===== src/rtl/tcp_tx_sched.sv =====
// ---------------------------------------------------------------------------
// tcp_tx_sched
//
// Round-robin scheduler that multiplexes NCH per-channel byte sources onto
// the single SiTCP TCP transmit byte stream. When enabled (run) and the TCP
// connection is open (open_ack), one eligible channel is granted at a time.
// The granted channel gets a 4-byte header (SYNC, channel, len[15:8],
// len[7:0]) followed by exactly the latched frame_len payload bytes. Back-
// pressure from SiTCP (tx_full) stalls both header and payload issue.
//
// Ports
//   clk        system clock
//   sys_rst    asynchronous active-low reset
//   open_ack   TCP connection established; low aborts and clears frame_cnt
//   run        level enable; a running frame always completes
//   ch_mask    per-channel eligibility (1 = may be granted)
//   frame_len  payload bytes per frame, latched at grant
//   src_valid  per-channel byte valid
//   src_data   per-channel byte, channel i at [8i+7:8i]
//   src_ready  per-channel byte accept (one-hot or zero), combinational
//   tx_full    SiTCP TX almost-full
//   tx_wr      registered TX write strobe
//   tx_data    registered TX byte
//   busy       registered, high in any state except IDLE
//   cur_ch     currently or last granted channel
//   frame_cnt  frames completed since the connection opened
// ---------------------------------------------------------------------------
module tcp_tx_sched #(
  parameter int         NCH  = 8,
  parameter logic [7:0] SYNC = 8'hA5,
  parameter int         CHW  = $clog2(NCH)
) (
  input  logic             clk,
  input  logic             sys_rst,
  input  logic             open_ack,
  input  logic             run,
  input  logic [NCH-1:0]   ch_mask,
  input  logic [15:0]      frame_len,
  input  logic [NCH-1:0]   src_valid,
  input  logic [NCH*8-1:0] src_data,
  output logic [NCH-1:0]   src_ready,
  input  logic             tx_full,
  output logic             tx_wr,
  output logic [7:0]       tx_data,
  output logic             busy,
  output logic [CHW-1:0]   cur_ch,
  output logic [31:0]      frame_cnt
);

  localparam logic [1:0] S_IDLE = 2'd0;
  localparam logic [1:0] S_ARB  = 2'd1;
  localparam logic [1:0] S_HDR  = 2'd2;
  localparam logic [1:0] S_PAY  = 2'd3;

  logic [1:0]     state_q,     state_d;
  logic [CHW-1:0] cur_ch_q,    cur_ch_d;
  logic [15:0]    rem_q,       rem_d;
  logic [1:0]     hdr_idx_q,   hdr_idx_d;
  logic           tx_wr_q,     tx_wr_d;
  logic [7:0]     tx_data_q,   tx_data_d;
  logic           busy_q,      busy_d;
  logic [31:0]    frame_cnt_q, frame_cnt_d;

  logic [NCH-1:0] elig;
  logic           grant_vld;
  logic [CHW-1:0] grant_ch;
  logic [CHW:0]   rr_sum;
  logic [CHW-1:0] rr_idx;
  logic [7:0]     hdr_byte;
  logic [7:0]     cur_byte;
  logic           cur_valid;
  logic           pay_xfer;

  // Round-robin search: first eligible channel starting at cur_ch+1, with
  // wrap-around. The extra bit on rr_sum lets NCH be a non-power of two.
  always_comb begin
    elig      = ch_mask & src_valid;
    grant_vld = 1'b0;
    grant_ch  = cur_ch_q;
    rr_sum    = '0;
    rr_idx    = '0;
    for (int k = 1; k <= NCH; k++) begin
      rr_sum = {1'b0, cur_ch_q} + (CHW+1)'(k);
      if (rr_sum >= (CHW+1)'(NCH)) rr_sum = rr_sum - (CHW+1)'(NCH);
      rr_idx = rr_sum[CHW-1:0];
      if (!grant_vld && elig[rr_idx]) begin
        grant_vld = 1'b1;
        grant_ch  = rr_idx;
      end
    end
  end

  // Header bytes come from the latched length held in rem_q, which is not
  // decremented until payload starts, so frame_len edits cannot leak in.
  always_comb begin
    case (hdr_idx_q)
      2'd0:    hdr_byte = SYNC;
      2'd1:    hdr_byte = 8'(cur_ch_q);
      2'd2:    hdr_byte = rem_q[15:8];
      default: hdr_byte = rem_q[7:0];
    endcase
  end

  assign cur_byte  = src_data[{cur_ch_q, 3'b000} +: 8];
  assign cur_valid = src_valid[cur_ch_q];

  // src_ready is also gated by open_ack so a source never hands over a byte
  // in the cycle the connection drops; that byte would otherwise be lost.
  always_comb begin
    src_ready = '0;
    if (state_q == S_PAY && !tx_full && open_ack) src_ready[cur_ch_q] = 1'b1;
  end

  assign pay_xfer = cur_valid & src_ready[cur_ch_q];

  always_comb begin
    state_d     = state_q;
    cur_ch_d    = cur_ch_q;
    rem_d       = rem_q;
    hdr_idx_d   = hdr_idx_q;
    tx_wr_d     = 1'b0;
    tx_data_d   = tx_data_q;
    frame_cnt_d = frame_cnt_q;

    case (state_q)
      S_IDLE: begin
        if (run && open_ack) state_d = S_ARB;
      end

      S_ARB: begin
        if (!run) begin
          state_d = S_IDLE;
        end else if (grant_vld) begin
          cur_ch_d  = grant_ch;
          rem_d     = frame_len;
          hdr_idx_d = 2'd0;
          state_d   = S_HDR;
        end
      end

      S_HDR: begin
        if (!tx_full) begin
          tx_wr_d   = 1'b1;
          tx_data_d = hdr_byte;
          hdr_idx_d = hdr_idx_q + 2'd1;
          if (hdr_idx_q == 2'd3) begin
            // A zero-length frame is header only but still counts.
            if (rem_q == 16'd0) begin
              frame_cnt_d = frame_cnt_q + 32'd1;
              state_d     = S_ARB;
            end else begin
              state_d = S_PAY;
            end
          end
        end
      end

      S_PAY: begin
        if (pay_xfer) begin
          tx_wr_d   = 1'b1;
          tx_data_d = cur_byte;
          rem_d     = rem_q - 16'd1;
          if (rem_q == 16'd1) begin
            frame_cnt_d = frame_cnt_q + 32'd1;
            state_d     = S_ARB;
          end
        end
      end

      default: state_d = S_IDLE;
    endcase

    // Connection loss overrides everything: abandon the frame, no write.
    if (!open_ack) begin
      state_d     = S_IDLE;
      tx_wr_d     = 1'b0;
      frame_cnt_d = 32'd0;
    end

    busy_d = (state_d != S_IDLE);
  end

  always_ff @(posedge clk or negedge sys_rst) begin
    if (!sys_rst) begin
      state_q     <= S_IDLE;
      cur_ch_q    <= CHW'(NCH - 1);
      rem_q       <= '0;
      hdr_idx_q   <= '0;
      tx_wr_q     <= 1'b0;
      tx_data_q   <= '0;
      busy_q      <= 1'b0;
      frame_cnt_q <= '0;
    end else begin
      state_q     <= state_d;
      cur_ch_q    <= cur_ch_d;
      rem_q       <= rem_d;
      hdr_idx_q   <= hdr_idx_d;
      tx_wr_q     <= tx_wr_d;
      tx_data_q   <= tx_data_d;
      busy_q      <= busy_d;
      frame_cnt_q <= frame_cnt_d;
    end
  end

  assign tx_wr     = tx_wr_q;
  assign tx_data   = tx_data_q;
  assign busy      = busy_q;
  assign cur_ch    = cur_ch_q;
  assign frame_cnt = frame_cnt_q;

endmodule


===== config.mk =====
export PLATFORM = sky130hd
export DESIGN_NAME = tcp_tx_sched
export DESIGN_NICKNAME = d
export VERILOG_FILES = /design/src/rtl/tcp_tx_sched.sv
export SDC_FILE = /design/constraint.sdc
export NUM_CORES = 1
export LEC_CHECK = 0
export CORE_MARGIN = 5
export CORE_UTILIZATION = 53
export CTS_CLUSTER_DIAMETER = 150
export CTS_CLUSTER_SIZE = 8
export DETAILED_ROUTE_END_ITERATION = 12
export HOLD_SLACK_MARGIN = 0.1
export PLACE_DENSITY = 0.88
export SYNTH_ARGS = -nofsm -noshare
export SYNTH_HDL_FRONTEND = slang
export SYNTH_SLANG_ARGS = --single-unit

===== constraint.sdc =====
create_clock -name clk -period 5.25 [get_ports clk]
set_clock_uncertainty 0.2 [all_clocks]
set_input_delay 0.525 -clock clk [delete_from_list [all_inputs] [get_ports clk]]
set_output_delay 0.525 -clock clk [all_outputs]
set_load 0.05 [all_outputs]

==> results.yml, run 1 <==
synthesis:
  synth_top_area_cell: "dfrtp_1"
  async_flop_share_pct: 100
  syn_nets: 709
  yosysUniqueCellTypes: 74
  seq_area_frac_synth_pct: 30.3
  synth_common_cells: "nor2_1 (73), dfrtp_1 (62), nand2_1 (54)"
  synth_area_mm2: 0.00538
  netlist_instances: 595
  ys_warn_count: 0
  synth_flop_cell: "dfrtp_1"
  ys_seq_elements: 65
  synth_top_area_share_pct: 28.8
  yosysMostFrequentCell: "nor2_1"
  synth.avg_cell_area_um2: 9.04
  synth-edff-count: 0
  synth.area.top_cells: "dfrtp_1 (29%), mux4_2 (11%), nor2_1 (5.1%)"
die:
  row_count: 36
  start_util_pct: 54.8
  die_w_um: 111
  dieArea_mm2: 0.0123
  core_area_mm2: 0.00982
  die_y_um: 111
  ios: 154
detailed_routing:
  routed_via_density: 6.22
  wl_met1_mm: 6.58
  highest_layer: "met4"
  met3_length_mm: 1.37
  wl_per_cell_um: 19.6
  ant_nets: 0
  first_pass_iters: 5
  vias: 5350
  wl_met2_mm: 8.50
  wirelength_mm: 16.8
  drc: 0
  drt_iter0_drc: 379
layout:
  multi_input_area_mm2: 0.00349
  fillers: 743
  final_area_mm2: 0.00713
  drive_above_1_share_pct: 12.0
  layout.cells.non_filler: 860
  seq_area_mm2: 0.00163
  antenna_cells: 0
  syn2layout_area_growth_pct: 32.5
  nets: 836
  post-route-util_pct: 72.6
power:
  ir_drop_mv: 0.282
  powerDensity_mw_per_mm2: 429
  leakagePower_nw: 2.66
placement:
  placed_area_mm2: 0.00690
  io_buffers: 153
  placed_cells: 844
  dp_hpwl_mm: 12.7
  routabilityCongestion: 0.899
sta:
  min_period_ns: 3.98
  max_slew_margin_pct: 27.2
  tightest_slew_ns: 1.09
  rsz0062_at_grt: "no"
  finalSetupTns_ns: 0
  fmax_ghz: 0.251
  finalHoldViolCount: 0
  finalSetupViolCount: 0
  hold_slack_ns: 0.148
  finalMaxSlewViolations: 0
  fin_crit_sh_pct: 75.8
critical_path:
  rr_worst_depth: 9
  r2r_end: "rem_q[15]$_DFFE_PN0P_"
  path_class: "flop to flop"
  startpoint: "cur_ch[0]$_DFFE_PN1P_"
  cp_max_fo: 25
  timing.rr.start: "cur_ch[0]$_DFFE_PN1P_"
  cp.required_ns: 5.32
  endpoint: "rem_q[15]$_DFFE_PN0P_"
  arrival_ns: 4.05
  rrSetupSlack_ns: 1.27
  crit_path_start_kind: "flop"
  end_kind: "flop"
min_path:
  min_path_type: "primary input to async pin"
clock_tree:
  cts_hold_buf: 0
  cts_buffers: 9
  cts_sinks: 65
  htree_levels: 3
  postCtsSetupBuffers: 0
  cts_resized: 0
  cts_tree: "built"
  clk_pin_slew_worst_paths_ns: 0.08
  ctsRootBufferMaster: "clkbuf_8"
  clock_path_buffers: 2
  insertion_delay_ns: 0.36
status:
  status: "complete, no violations"
grt:
  antenna_found_initial: 0
  grt_overflow_total: 0
  gr-usage-all-layers_pct: 27.2
  grt_pass1_wl_mm: 27.5
  grt_max_degree: 66
  grt_pass1_vias: 5549
job:
  maxCapViolCount: 0
[critical path, cell delays in order (launching register included)]
cell      delay (ns)
dfstp_2         0.87
inv_1           0.27
ha_1            0.55
inv_1           0.20
mux4_2          0.30
mux2i_1         0.12
or4_4           0.59
o21ai_4         0.43
a221oi_1        0.16
a211oi_1        0.20
[cell families after synthesis]
group	Yosys count	share of synthesized area, %
mux	39	13.7
xor+xnor	33	5.51
flops	65	30.3
fa+ha+maj	13	3.02
buf+inv	57	4.95
compound gates	137	16.7
simple gates	251	25.8
[worst min-delay path by stage]
stage                                      start                  endpoint  slack [ns]  depth (start not counted)
after floorplan                          sys_rst            busy$_DFF_PN0_        0.03                          0
after global placement    tx_data[5]$_DFFE_PN0P_    tx_data[5]$_DFFE_PN0P_        0.29                          2
after detailed placement  tx_data[0]$_DFFE_PN0P_    tx_data[0]$_DFFE_PN0P_        0.28                          2
after CTS                                sys_rst  frame_cnt[7]$_DFFE_PN0P_        0.19                          2
after global routing                     sys_rst      rem_q[4]$_DFFE_PN0P_        0.24                          2
final                                    sys_rst      rem_q[5]$_DFFE_PN0P_        0.15                          2
[state kept, by name, indices dropped and copies added, names as in the netlist]
register   flops
busy           1
rem_q         16
hdr_idx_q      2
state_q        2
tx_wr          1
cur_ch         3
tx_data        8
frame_cnt     32
[per-layer routing]
layer	track usage [%]	up-vias
met5	0	-
met4	9.36	0
met3	5.68	37
met2	47.5	256
met1	33.2	2590
li1	-	2467
[layout make-up]
cell class                      count  area share (%)
Clock buffer                       10            1.93
Clock inverter                      6            1.26
Inverter                           16           0.843
Multi-Input combinational cell    473            48.9
Sequential cell                    65            22.9
Tap cell                          133            2.33
Timing Repair Buffer              157            21.8
[per-stage QoR]
step	total power [mW]	setup WS, ns
3_3_place_gp	2.50	1.26
2_1_floorplan	2.09	1.45
5_1_grt	3.24	0.983
4_1_cts	3.04	1.27
6_report	3.06	1.27
3_5_place_dp	2.54	1.14
[report_power, final]
group	internal, mW	switching (mW)	leakage [nW]
clock	0.282	0.215	0.113
combinational	0.760	0.982	1.69
sequential	0.616	0.206	0.854
total	1.66	1.40	2.66
[layout by cell type (no fill, tap or decap), types with 5 or more instances in the layout]
cell type        netlist  layout
nor3_1                22      22
nor2_1                73      73
nand3_1               24      24
mux2i_1               10      10
o21ai_0               35      35
nand3_2                5       5
o21ai_1                5       5
a21oi_1               36      36
or3_1                  5       5
and2_1                10      10
inv_1                 15      15
nor4_2                11      11
nor3b_1                8       8
mux4_2                26      26
a31oi_1                7       7
clkdlybuf4s50_1        0     152
nand2_1               54      54
dfrtp_1               62      62
a221oi_1               5       5
ha_1                  13      13
nor4_1                 6       6
o21a_1                 8       8
and3_1                 7       7
clkbuf_8               0      10
xnor2_1               29      29
Power figures use the tool's default switching activity.
==> run 2, diff against run 1 <==
Settings changed: CORE_UTILIZATION 53 to 49, PLACE_DENSITY 0.88 to 0.82.
Clock period 5.25 ns to 4.1 ns, I/O delays scaled along.
==> run 2 against run 1 <==
Compared with the run above:
- hold slack improved by 0.13 ns
- global-route usage decreased by 2.5 points
- sequential share of layout area down 0.21 points
- sequential power increased by 22%
- design area rose by 0.95%
- first-iteration DRC count grew 62%
- largest cell class unchanged
==> results.yml, run 2 (same netlist as run 1, synthesis figures left out) <==
critical_path:
  r2r_end: "frame_cnt[14]$_DFFE_PN0P_"
  cp.required_ns: 4.12
  cp_max_fo: 18
  path_class: "flop to flop"
  startpoint: "cur_ch[1]$_DFFE_PN1P_"
  rr_worst_depth: 9
  end_kind: "flop"
  timing.rr.start: "cur_ch[1]$_DFFE_PN1P_"
  crit_path_start_kind: "flop"
  arrival_ns: 3.52
  rrSetupSlack_ns: 0.60
status:
  status: "complete, no violations"
detailed_routing:
  vias: 5264
  drc: 0
  ant_nets: 0
  wl_per_cell_um: 18.1
  first_pass_iters: 8
  wirelength_mm: 15.9
  routed_via_density: 6.02
  drt_iter0_drc: 613
clock_tree:
  cts_tree: "built"
  clk_pin_slew_worst_paths_ns: 0.07
  cts_buffers: 9
  cts_sinks: 65
  postCtsSetupBuffers: 0
  ctsRootBufferMaster: "clkbuf_8"
  clock_path_buffers: 2
  insertion_delay_ns: 0.34
  htree_levels: 3
placement:
  io_buffers: 153
  placed_cells: 859
  dp_hpwl_mm: 12.2
  routabilityCongestion: 0.942
grt:
  grt_pass1_wl_mm: 26.4
  grt_pass1_vias: 5394
  grt_overflow_total: 0
  antenna_found_initial: 0
  grt_max_degree: 43
  gr-usage-all-layers_pct: 24.7
layout:
  nets: 845
  final_common_cell: "clkdlybuf4s50_1"
  syn2layout_area_growth_pct: 33.8
  seq_area_mm2: 0.00163
  multi_input_area_mm2: 0.00349
  layout.cells.non_filler: 874
  post-route-util_pct: 66.7
  largest_reg_flops: 32
  fillers: 859
  antenna_cells: 0
  mostFrequentLayoutCells: "clkdlybuf4s50_1 (152), nor2_1 (73), dfrtp_1 (62)"
  drive_above_1_share_pct: 12.7
die:
  die_w_um: 115
  row_count: 38
  ios: 154
  core_area_mm2: 0.0108
  dieArea_mm2: 0.0132
  die_y_um: 115
  start_util_pct: 49.8
sta:
  rsz0062_at_grt: "no"
  min_period_ns: 3.50
  finalMaxSlewViolations: 0
  tightest_slew_ns: 1.10
  finalSetupTns_ns: 0
  fmax_ghz: 0.286
  max_slew_margin_pct: 26.5
  hold_slack_ns: 0.281
  fin_crit_sh_pct: 85.4
  finalSetupViolCount: 0
  finalHoldViolCount: 0
power:
  leakagePower_nw: 2.70
  powerDensity_mw_per_mm2: 539
  finalPower_mw: 3.88
  ir_drop_mv: 0.434
min_path:
  hold_end: "tx_data[3]$_DFFE_PN0P_"
  holdPathStages: 2
  min_path_type: "flop to flop"
  hp-start: "tx_data[3]$_DFFE_PN0P_"
job:
  maxCapViolCount: 0
run 2: cell types whose count changed in the layout (fill, tap and decap cells not counted), sizes merged:
cell / delta
buf: +8
clkbuf: +1
clkinv: -1
clkinvlp: -1
dlygate4sd3: +1
inv: -1
run 2: critical path, stage by stage, from the launching register on:
cell	delay (ns)
dfstp_2	0.65
buf_4	0.29
ha_1	0.18
inv_1	0.06
o32a_1	0.38
a211oi_4	0.41
a21oi_1	0.41
nor4b_1	0.54
xnor2_1	0.18
nor2_1	0.06
run 2: worst max path at each step:
stage                                 to  slack, ns  cells after the start
6_report       frame_cnt[14]$_DFFE_PN0P_       0.60                      9
5_1_grt            rem_q[12]$_DFFE_PN0P_       0.42                      9
4_1_cts        frame_cnt[14]$_DFFE_PN0P_       0.60                      9
3_5_place_dp   frame_cnt[14]$_DFFE_PN0P_       0.66                      9
3_3_place_gp       rem_q[13]$_DFFE_PN0P_       0.73                      8
2_1_floorplan      rem_q[13]$_DFFE_PN0P_       0.30                     11
run 2: layer usage:
metal	vias up	track usage, %	routed length [um]
met5	-	0	0
met4	0	5.32	236
met3	18	6.00	1450
met2	287	42.3	7760
met1	2492	32.0	6400
li1	2467	-	-
run 2: timing repair:
item,CTS,global route
setup endpoints to repair,0,0
resized for setup,0,0
hold buffers,1,0
endpoints found under the hold margin,38,0
run 2: area by class of cell:
class                      count  area share (%)
clock buffer                  11            2.10
clock inverter                 3           0.904
inverter                      16           0.835
multi-input combinational    473            48.5
sequential                    65            22.7
tap                          140            2.43
timing repair buffer         166            22.6
run 2: per-stage QoR:
stage | area [um2] | setup slack [ns]
detailed placement | 6970 | 0.658
finish | 7200 | 0.598
floorplan | 5380 | 0.302
global placement | 6970 | 0.727
global route | 7200 | 0.420
CTS | 7200 | 0.597
run 2: power by group:
group | switching [mW] | internal, mW | leakage (nW)
Combinational | 1.26 | 0.998 | 1.73
Clock | 0.253 | 0.368 | 0.111
Sequential | 0.210 | 0.789 | 0.854
Total | 1.72 | 2.16 | 2.70
